$ cat config.mk
export PLATFORM = sky130hd
export DESIGN_NAME = correcao_quadrante_saida
export DESIGN_NICKNAME = d
export VERILOG_FILES = /design/src/rtl/cordic_pkg.sv /design/src/rtl/fila_sinais.sv /design/src/rtl/correcao_quadrante_saida.sv
export SDC_FILE = /design/constraint.sdc
export NUM_CORES = 1
export LEC_CHECK = 0
export CAP_MARGIN = 20
export CORE_MARGIN = 1.5
export CORE_UTILIZATION = 56
export DETAILED_ROUTE_END_ITERATION = 8
export GPL_TIMING_DRIVEN = 1
export PLACE_DENSITY = 0.83
export RECOVER_POWER = 50
export REMOVE_ABC_BUFFERS = 1
export SLEW_MARGIN = 25
export SYNTH_ARGS = -nofsm -noshare
export SYNTH_HDL_FRONTEND = slang
export SYNTH_SLANG_ARGS = --single-unit
$ cat constraint.sdc
create_clock -name clk -period 6.15 [get_ports clk]
set_input_delay 1.23 -clock clk [delete_from_list [all_inputs] [get_ports clk]]
set_output_delay 1.23 -clock clk [all_outputs]
set_load 0.01 [all_outputs]
$ cat src/rtl/cordic_pkg.sv
// cordic_pkg: shared CORDIC angle constants, sign-flag encodings and the
// sign-correction helper used on both output channels.
package cordic_pkg;
   localparam logic signed [31:0] ANG_90     = 32'sd5898240;
   localparam logic signed [31:0] ANG_180    = 32'sd11796480;
   localparam logic signed [1:0]  SINAL_POS  = 2'sd1;
   localparam logic signed [1:0]  SINAL_NEG  = -2'sd1;
   localparam logic signed [1:0]  SINAL_ZERO = 2'sd0;
   localparam int                 MAXW       = 64;

   typedef struct packed {
      logic [1:0] seno;
      logic [1:0] cosseno;
   } tag_t;

   // Works on the low w bits of v; negating the most-negative value saturates.
   function automatic logic [MAXW-1:0] aplica_sinal(input logic [1:0] sinal,
                                                    input logic [MAXW-1:0] v,
                                                    input int w);
      logic [MAXW-1:0] msk, mn, x;
      msk = (w >= MAXW) ? '1 : (MAXW'(1) << w) - MAXW'(1);
      mn  = MAXW'(1) << (w - 1);
      x   = v & msk;
      if (sinal == 2'b00) return '0;
      if (!sinal[1]) return x;
      return (x == mn) ? mn - MAXW'(1) : (MAXW'(0) - x) & msk;
   endfunction
endpackage

$ cat src/rtl/fila_sinais.sv
// fila_sinais: synchronous circular FIFO for the per-sample sign tags.
module fila_sinais #(
   parameter int DEPTH = 16,
   parameter int W     = 4
) (
   input  logic                   clk,
   input  logic                   rst,
   input  logic                   push,
   input  logic                   pop,
   input  logic [W-1:0]           din,
   output logic [W-1:0]           dout,
   output logic                   full,
   output logic                   empty,
   output logic [$clog2(DEPTH):0] count
);
   localparam int AW = $clog2(DEPTH);
   localparam int CW = AW + 1;
   logic [W-1:0]  mem [DEPTH];
   logic [AW-1:0] wr_ptr, rd_ptr;
   logic          do_push, do_pop;
   assign full    = count == CW'(DEPTH);
   assign empty   = count == '0;
   assign do_pop  = pop && !empty;
   // A pop in the same cycle frees the slot, so a full FIFO still accepts the push.
   assign do_push = push && (!full || do_pop);
   assign dout    = mem[rd_ptr];
   always_ff @(posedge clk)
      if (do_push) mem[wr_ptr] <= din;
   always_ff @(posedge clk)
      if (rst) begin
         wr_ptr <= '0;
         rd_ptr <= '0;
         count  <= '0;
      end else begin
         if (do_push) wr_ptr <= wr_ptr + AW'(1);
         if (do_pop) rd_ptr <= rd_ptr + AW'(1);
         count <= count + CW'(do_push) - CW'(do_pop);
      end
endmodule

$ cat src/rtl/correcao_quadrante_saida.sv
// correcao_quadrante_saida: applies queued quadrant sign tags to raw CORDIC
// sine/cosine results behind a registered valid/ready output stage.
module correcao_quadrante_saida
   import cordic_pkg::*;
#(
   parameter int WIDTH      = 32,
   parameter int ITERATIONS = 16,
   parameter int TAG_DEPTH  = 16
) (
   input  logic                       clk,
   input  logic                       rst,
   input  logic                       tag_push,
   input  logic [1:0]                 tag_sinal_seno,
   input  logic [1:0]                 tag_sinal_cosseno,
   output logic                       tag_full,
   output logic [$clog2(TAG_DEPTH):0] tag_count,
   input  logic                       cordic_valid,
   input  logic [WIDTH-1:0]           cordic_seno,
   input  logic [WIDTH-1:0]           cordic_cosseno,
   output logic                       cordic_ready,
   output logic [WIDTH-1:0]           seno_out,
   output logic [WIDTH-1:0]           cosseno_out,
   output logic                       out_valid,
   input  logic                       out_ready,
   output logic                       err_overflow,
   output logic                       err_underflow
);
   if (TAG_DEPTH < ITERATIONS || (TAG_DEPTH & (TAG_DEPTH - 1)) != 0) begin : g_param_check
      $error("TAG_DEPTH must be a power of two not smaller than ITERATIONS");
   end

   logic [3:0] tag_fifo;
   logic       vazia, accept, pop_ok;
   tag_t       tag;

   assign cordic_ready = !out_valid || out_ready;
   assign accept       = cordic_valid && cordic_ready;
   assign pop_ok       = accept && !vazia;

   fila_sinais #(.DEPTH(TAG_DEPTH), .W($bits(tag_t))) u_fila (
      .clk   (clk),
      .rst   (rst),
      .push  (tag_push),
      .pop   (accept),
      .din   ({tag_sinal_seno, tag_sinal_cosseno}),
      .dout  (tag_fifo),
      .full  (tag_full),
      .empty (vazia),
      .count (tag_count)
   );

   // With no tag available the raw result passes unchanged.
   always_comb tag = vazia ? {SINAL_POS, SINAL_POS} : tag_fifo;

   always_ff @(posedge clk)
      if (rst) begin
         out_valid     <= 1'b0;
         seno_out      <= '0;
         cosseno_out   <= '0;
         err_overflow  <= 1'b0;
         err_underflow <= 1'b0;
      end else begin
         if (accept) begin
            out_valid   <= 1'b1;
            seno_out    <= WIDTH'(aplica_sinal(tag.seno, MAXW'(cordic_seno), WIDTH));
            cosseno_out <= WIDTH'(aplica_sinal(tag.cosseno, MAXW'(cordic_cosseno), WIDTH));
         end else if (out_ready) out_valid <= 1'b0;
         if (tag_push && tag_full && !pop_ok) err_overflow <= 1'b1;
         if (accept && vazia) err_underflow <= 1'b1;
      end
endmodule
# ---- Yosys cells after proc, flatten, opt, wreduce, memory -nomap -nowiden
# Memories as Yosys holds them, arrays and structs flattened. A register that Yosys moved wholly into a read port is not among the register bits.
# Index checks and enable logic that the tools add are counted.
dict set report word_totals {
  register_bits 80
  latch_bits 0
  ramBits 64
  mem_bits_ro 0
  input_bits 73
  output_inout_bits 74
  wordCells 65
  n_memories 1
}
# memory words word_bits rd rd_clocked_by_memory_dff write_ports line_no
set memory_table {}
lappend memory_table {u_fila.mem 16 4 1 1 1 fila_sinais.sv:18} ;# logic [W-1:0] mem [DEPTH];
dict set report classes {
  addsub 6
  mul 0
  n_div 0
  order_cmp 0
  n_eq_ne 3
  n_shift 0
  mux 31
  n_bitwise 0
  reduce_logical 16
}
# cell n
set ops {}
lappend ops {{two-way mux 32 bit} 10}
lappend ops {{equality test 32 bit (second input constant)} 2}
lappend ops {{subtractor 1 x 32 -> 32 bit (first input constant)} 2}
lappend ops {{two-way mux 1 bit} 18}
lappend ops {{two-way mux 4 bit} 3}
lappend ops {{adder 4 x 1 -> 4 bit (second input constant)} 2}
lappend ops {{logical AND 1 bit} 6}
lappend ops {{adder 5 x 1 -> 5 bit} 1}
lappend ops {{equality test 5 bit (second input constant)} 1}
lappend ops {{logical NOT 5 bit} 1}
lappend ops {{subtractor 5 x 1 -> 5 bit} 1}
lappend ops {{logical NOT 1 bit} 4}
lappend ops {{logical NOT 2 bit} 2}
lappend ops {{logical OR 1 bit} 2}
lappend ops {{nonzero test 2 bit} 1}

# ---- Depth between registers and ports, before layout
# Gate-level depths: netlist (run 1).
dict set report depth {
  ltp_word 11
  ltp_mapped 12
  ltp_nobuf 12
}

# ---- By module
# A second synthesis (run 1) with hierarchy kept.
dict set report unflattened {
  cells_unflattened 770
  area_unflattened_um2 7500.9
}
# mod instances cells_each area_per_inst_um2 seq_area_each_um2
set modules_own_cells {}
lappend modules_own_cells {correcao_quadrante_saida 1 559 4090.2 1341.3}
lappend modules_own_cells {fila_sinais 1 211 3410.8 2262.2}

# ---- Least setup slack after synthesis (run 1)
# No wires, ideal clock.
dict set report synth_timing {
  path_kind {input to register}
  start {input port cordic_seno[23]}
  end {register seno_out[31]}
  setup_ns 0.084
  arrival_time_ns 3.440
  required_ns 6.066
  path_slack_ns 2.626
  cell_stages 7
  path_buffers 1
  path_cell_list {or4_4 > or4_4 > buf_6 > or3_4 > or3_1 > o211a_1 > o31ai_2}
}
dict set report synth_between {
  elab_chain_len 4
  word_cells_on_any_way 5
  classes_between {1 x add/sub; 1 x eq/ne; 3 x mux}
}
# item line_no
set synth_lines {}
lappend synth_lines {{start: declaration} correcao_quadrante_saida.sv:18} ;# input logic [WIDTH-1:0] cordic_seno,
lappend synth_lines {{subtractor 1 x 32 -> 32 bit or equality test 32 bit (tied branches)} cordic_pkg.sv:26} ;# return (x == mn) ? mn - MAXW'(1) : (MAXW'(0) - x) & msk;
lappend synth_lines {{two-way mux 32 bit (*) (2 in a row)} cordic_pkg.sv:26}
lappend synth_lines {{two-way mux 32 bit (*)} cordic_pkg.sv:25} ;# if (!sinal[1]) return x;
lappend synth_lines {{end signal: assignment} correcao_quadrante_saida.sv:65} ;# seno_out <= WIDTH'(aplica_sinal(tag.seno, MAXW'(cordic_seno), WIDTH));
lappend synth_lines {{end: declaration} correcao_quadrante_saida.sv:21} ;# output logic [WIDTH-1:0] seno_out,
# Mark *: on every way between the ends. The rest lies on a longest branch, timed or not.
# A chain may end at the register's enable or synchronous reset.

# ---- Final worst setup path (run 1)
dict set report layout_timing {
  start {input port out_ready}
  end {output port cordic_ready}
}
dict set report layout_between {
  elab_chain_len 1
}
# item line_no
set layout_lines {}
lappend layout_lines {{start: declaration} correcao_quadrante_saida.sv:24} ;# input logic out_ready,
lappend layout_lines {{logical OR 1 bit} correcao_quadrante_saida.sv:36} ;# assign cordic_ready = !out_valid || out_ready;
lappend layout_lines {{end: declaration} correcao_quadrante_saida.sv:20} ;# output logic cordic_ready,
# No other way between the ends.

==> metrics.txt, run 1 <==
clock latency on the worst-skew pair=around 0.42 ns; hold_buf cts=0; ranking of synthesized cells by area=edfxtp_1 (26%), dfxtp_1 (22%), nand2_1 (5.0%), mux4_2 (4.2%), a21oi_1 (3.5%); Core ar.=~13000 sq um; fraction of the yosys area taken by sequential cells=48.2%; P per Cell Area=357 nW/um^2; DRT iter0 DRCs=637; syn_area_per_cell=~9.9 sq um; Min Hold Slack=0.444 ns; period utilization=62.5%; first-pass detailed-route iteration total=5; mux contribution to synthesized area=5.84%; die area=14100 sq um; maximum vdd drop=approximately 0.3 mV; Initial Util=a little under three fifths; CTS tree=built; post-DP HPWL=13700 microns; Post-Syn Area=between 7000 and 8000 sq um; EDFF count, synth=64; Die Ht=roughly 120 microns; crit-path max cell delay=0.59 ns; endpoint type of the worst setup path=output pin; max cap viols=0; routed len/inst=18.4 microns; Placed Cells=1043; Die Width=119 microns; CTS Root Cell=clkbuf_16; RSZ-0062 raised after global routing=no; postcts setup bufs=0; Max-slew headroom=44.3%; initial antenna violation count=0; Reg clk slew, reported paths=0.06 ns; share of post-route cells with drive strength above 1=under 10%; Pleak=0.00343 uW; Hold Fails Final Rpt=0; Ys Warns=0; CTS Buffer Depth=2; setup tns final=0 ns; Min Clock Period, post-route=3.84 ns; worst hold path class=reg2reg; Post-synth ARST share=0%; Top delay family on crit path=buffers and inverters; Layout area overhead=28.7%; H-tree depth=4; # IOs=~150; CTS Sinks=148; CP bufs+invs=2; vias in the first global route=6277; Most used DFF post-synth=dfxtp_1; standard-cell rows=42; slowest cell on the critical path=clkdlybuf4s50_1; largest net degree at the start of global routing=65; Synth Instances=about 760; final cell count without fillers=1076; first-pass GRT wire length=31600 microns; top-area cell type share of the netlist area=25.7%; Max Slew Vio Count=0; grt ovf=0; GP Congestion=0.893; Detail Route Antenna Nets=0; Port Buffer Count=approximately 150; crit path kind=in2out; Num CTS Buffers=17; FF+latch count, synth=148; Post-route DRC=0; Post-Route WL=19800 microns; Core Util, Final=between 70% and 80%; Worst setup SP type=primary input; simple-gate area share of the yosys netlist=22.4%; Worst Skew=between 0.01 and 0.015 ns; CP required=4.92 ns; ant diodes=0; final setup fails=0; CTS resizes=0; crit path max fanout=6; gr usage total=roughly 28%; post-synthesis adder-cell area fraction=2.44%; Synth Area in Compound Gates=roughly 17%; vias per inst=a little over 6; largest family of logic cells by synthesized area=simple AND/OR/NAND/NOR gates; xor/xnor share of the synthesized area=1.05%; Peak Freq=~260 MHz; fin nets=974; CP arrival=2.61 ns; library cells used by synthesis=65; via count=6667; outcome=completed; cell taking the most area after synthesis=edfxtp_1; crit-path cells=dlygate4sd3_1 > nand2b_1 > clkdlybuf4s50_1; Slew @ Worst Pin=0.832 ns
## registers in the layout, indices dropped and copies added (netlist names), named ones only
register,count
u_fila.count,5
out_valid,1
u_fila.wr_ptr,4
seno_out,32
err_overflow,1
u_fila.mem,64
cosseno_out,32
u_fila.rd_ptr,4
err_underflow,1
## cells in the final DEF, fill, tap and decap left out, drive strengths merged, types with 7 or more instances in the layout
| cell type | netlist | routed |
|---|---|---|
| a22o | 7 | 7 |
| nor2b | 7 | 7 |
| inv | 14 | 17 |
| o31ai | 33 | 33 |
| mux2i | 11 | 11 |
| mux4 | 14 | 14 |
| nor2 | 61 | 61 |
| edfxtp | 64 | 64 |
| a32o | 12 | 12 |
| o21ai | 32 | 32 |
| nand2b | 18 | 18 |
| dlygate4sd3 | 0 | 77 |
| or3 | 14 | 14 |
| a21oi | 53 | 53 |
| o211ai | 7 | 7 |
| o311ai | 7 | 7 |
| nor4b | 16 | 16 |
| clkdlybuf4s50 | 0 | 69 |
| or4 | 13 | 13 |
| dfxtp | 84 | 84 |
| nor3 | 25 | 25 |
| ha | 13 | 13 |
| nor4 | 15 | 15 |
| nand2 | 99 | 99 |
| buf | 12 | 8 |
| clkbuf | 33 | 19 |
| nand3 | 22 | 22 |
## final cells by class
| type | count | area [sq um] |
|---|---|---|
| Multi-Input combinational cell | 552 | 3650 |
| Sequential cell | 148 | 3600 |
| Fill cell | 935 | 3510 |
| Timing Repair Buffer | 154 | 1530 |
| Clock buffer | 19 | 433 |
| Tap cell | 176 | 220 |
| Clock inverter | 13 | 149 |
| Inverter | 14 | 52.6 |
## synthesized netlist by cell type (16+ instances only)
cell	instances
a21oi_1	53
nand3_1	22
edfxtp_1	64
nor3_1	25
nor2_1	61
nand2_1	99
o21ai_0	19
clkbuf_1	33
o31ai_1	26
nor4b_1	16
nand2b_1	18
dfxtp_1	84
## report_power, final
part	internal, uW	switching, uW
Combinational	532	629
Clock	602	414
Sequential	1160	96.3
Total	2300	1140
## layer usage
layer | track usage [%] | part of all wire, % | vias up | wire length [microns]
li1 | - | - | 3142 | -
met1 | 35.0 | 40 | 3126 | 7890
met2 | 47.8 | 50 | 351 | 9970
met3 | 5.94 | 7.1 | 48 | 1420
met4 | 12.6 | 2.8 | 0 | 546
met5 | 0 | 0 | - | 0
## tightest hold or removal path, cell delays in order (launching register included)
cell     delay, ns
dfxtp_1       0.30
nand2_1       0.05
o21ai_1       0.05
## per-stage QoR
step / setup slack (ns) / cell area [sq um] / total power, uW
5_1_grt: 2.24 / 9630 / 3610
6_report: 2.31 / 9630 / 3440
3_3_place_gp: 1.91 / 9040 / 2410
3_5_place_dp: 1.73 / 9040 / 2470
2_1_floorplan: 1.92 / 7280 / 1950
4_1_cts: 2.16 / 9620 / 3490
## path summary, 6_finish.rpt
| path | start | to | slack, ns | depth (start not counted) |
|---|---|---|---|---|
| max reg2reg | u_fila.count[3] | u_fila.count[4] | 3.16 | 13 |
| min | cosseno_out[6] | cosseno_out[6] | 0.44 | 2 |
| min reg2reg | cosseno_out[6] | cosseno_out[6] | 0.44 | 2 |
| max | out_ready | cordic_ready | 2.31 | 3 |
## cells by family (layout without fill, tap and decap cells)
group / after synthesis / count (layout)
xor+xnor: 9 / 9
fa+ha+maj: 14 / 14
buf+inv: 59 / 200
mux: 26 / 26
flops: 148 / 148
compound gates: 181 / 181
simple gates: 322 / 322
Power figures use the tool's default switching activity.
==> run 2: changes to the inputs <==
Settings changed: CORE_UTILIZATION 56 to 47, PLACE_DENSITY 0.83 to 0.74.
Clock period 6.15 ns to 3.5 ns, I/O delays scaled along.
==> run 2 against run 1 <==
  * Flip-flop and latch count did not move
  * Design area is 2.8% higher
  * Final cell count rose by 6.3%
  * Wire length is 0.25% higher
  * Setup slack got worse by 1.9 ns
  * Clock skew rose by 0.0026 ns
  * Global-route usage decreased by 4.0 points
  * Total power increased by 77%
  * First-iteration DRC count down 9.4%
  * Combinational power is 78% higher
  * Hold slack got worse by 0.0022 ns
  * Critical path type is now in2reg
==> metrics.txt, run 2 (synthesis results as in run 1) <==
outcome=completed; final instance area=9900 sq um; Internal=4070 uW; max reg flops=64; register area=3600 sq um; final setup fails=0; CTS resizes=0; Peak Freq=327 MHz; CTS Buffer Depth=2; Pleak=0.00357 uW; endpoint type of the worst setup path=register; Worst Hold Launch=cosseno_out[6]; Die Width=129 microns; flop2flop setup slack=0.45 ns; reg-to-reg startpoint=u_fila.count[2]; Max-slew headroom=46.0%; Worst Hold End=cosseno_out[6]; worst hold path class=reg2reg; setup ws final=0.443 ns; Post-Route WL=19900 microns; most common cell after layout, fill and taps aside=nand2_1; Post-route DRC=0; Switch Pwr=between 2000 and 2500 uW; largest net degree at the start of global routing=65; initial antenna violation count=0; WHS Path Cells=2; Post-DP Area=9340 sq um; first-pass GRT wire length=32000 microns; first-pass detailed-route iteration total=5; CP arrival=3.39 ns; DRT iter0 DRCs=between 500 and 600; Biggest register=u_fila.mem; crit path max fanout=27; clock latency on the worst-skew pair=0.43 ns; most frequent cells in the layout=nand2_1 (99), dfxtp_1 (84), clkdlybuf4s50_1 (73), dlygate4sd3_1 (73), edfxtp_1 (64); H-tree depth=4; RSZ-0062 raised after global routing=no; CTS Root Cell=clkbuf_16; Reg clk slew, reported paths=0.06 ns; CTS Sinks=approximately 150; setup tns final=0 ns; sequential share of power=36.4%; CTS tree=built; crit path kind=in2reg; Die Ht=between 100 and 150 microns; post-DP HPWL=14100 microns; gr usage total=between 20% and 30%; ant diodes=0; standard-cell rows=45; Placed Cells=1112; Combinational Power Share=34.0%; R2R depth=13; Worst setup SP type=primary input; Max Slew Vio Count=0; Pwr Total=6080 uW; GP Congestion=0.858; share of post-route cells with drive strength above 1=10.9%; routed len/inst=17.4 microns; layout filler cell count=1229; CP required=3.84 ns; # IOs=roughly 150; Num CTS Buffers=17; Slew @ Worst Pin=0.810 ns; fin nets=1007; power share of the clock group=29.6%; die area=16700 sq um; Core ar.=15400 sq um; Port Buffer Count=146; Regs by FF count=u_fila.mem x64, cosseno_out x32, seno_out x32; Layout area overhead=32.4%; setup slack after placement=about 0.032 ns; Min Clock Period, post-route=3.06 ns; Reg-to-Reg End=u_fila.count[4]; maximum vdd drop=0.394 mV; hold_buf cts=0; Switching Share=33.2%; period utilization=87.3%; Detail Route Antenna Nets=0; Multi-input gate area=3650 sq um; Worst Skew=0.0127 ns; vias per inst=5.83; max cap viols=0; P per Cell Area=614 nW/um^2; via count=about 6700; grt ovf=0; Initial Util=48.7%; postcts setup bufs=0; Hold Fails Final Rpt=0; vias in the first global route=6388; final cell count without fillers=about 1100
-- run 2: layout make-up --
type	count	area share, %
multi-input cells	552	36.8
inverters	14	0.531
clock buffers	18	4.33
flip-flops and latches	148	36.4
well taps	211	2.67
clock inverters	14	1.53
repair buffers	187	17.7
-- run 2: critical path, stage by stage --
cell,delay [ns]
clkdlybuf4s50_1,0.45
or4_4,0.56
or4_4,0.47
or4_4,0.71
nand4b_1,0.17
a21oi_1,0.08
o31ai_1,0.25
-- run 2: power groups by stage --
| stage | logic (uW) | registers (uW) | clock network (uW) |
|---|---|---|---|
| CTS | 2140 | 2220 | 1820 |
| detailed placement | 2120 | 2260 | 0 |
| floorplan | 1100 | 2320 | 0 |
| finish | 2070 | 2210 | 1800 |
| global route | 2260 | 2250 | 1900 |
| global placement | 2040 | 2250 | 0 |
-- run 2: metal layers --
| metal | GRT usage, % | up-vias | wire length, microns | part of all wire [%] |
|---|---|---|---|---|
| met5 | 0 | - | 0 | 0 |
| met2 | 40.4 | 239 | 9580 | 48 |
| met1 | 31.9 | 3205 | 8610 | 43 |
| met4 | 9.25 | 0 | 400 | 2.0 |
| met3 | 4.17 | 28 | 1290 | 6.5 |
| li1 | - | 3201 | - | - |
-- run 2: how the worst max path moves through the flow --
stage / startpoint / end / slack (ns) / cells past startpoint
3_3_place_gp: cordic_seno[23] / seno_out[22] / 0.08 / 6
6_report: cordic_seno[23] / seno_out[26] / 0.44 / 7
5_1_grt: u_fila.count[2] / u_fila.count[4] / 0.22 / 13
3_5_place_dp: cordic_seno[23] / seno_out[31] / 0.03 / 7
2_1_floorplan: out_ready / cosseno_out[0] / -0.20 / 3
4_1_cts: cordic_seno[23] / seno_out[31] / 0.46 / 7
-- run 2: through the flow --
stage / util, % / hold WS (ns)
finish: 64.4 / 0.442
CTS: 64.5 / 0.449
global placement: 60.7 / 0.429
detailed placement: 60.7 / 0.441
global route: 64.4 / 0.460
floorplan: - / 0.463
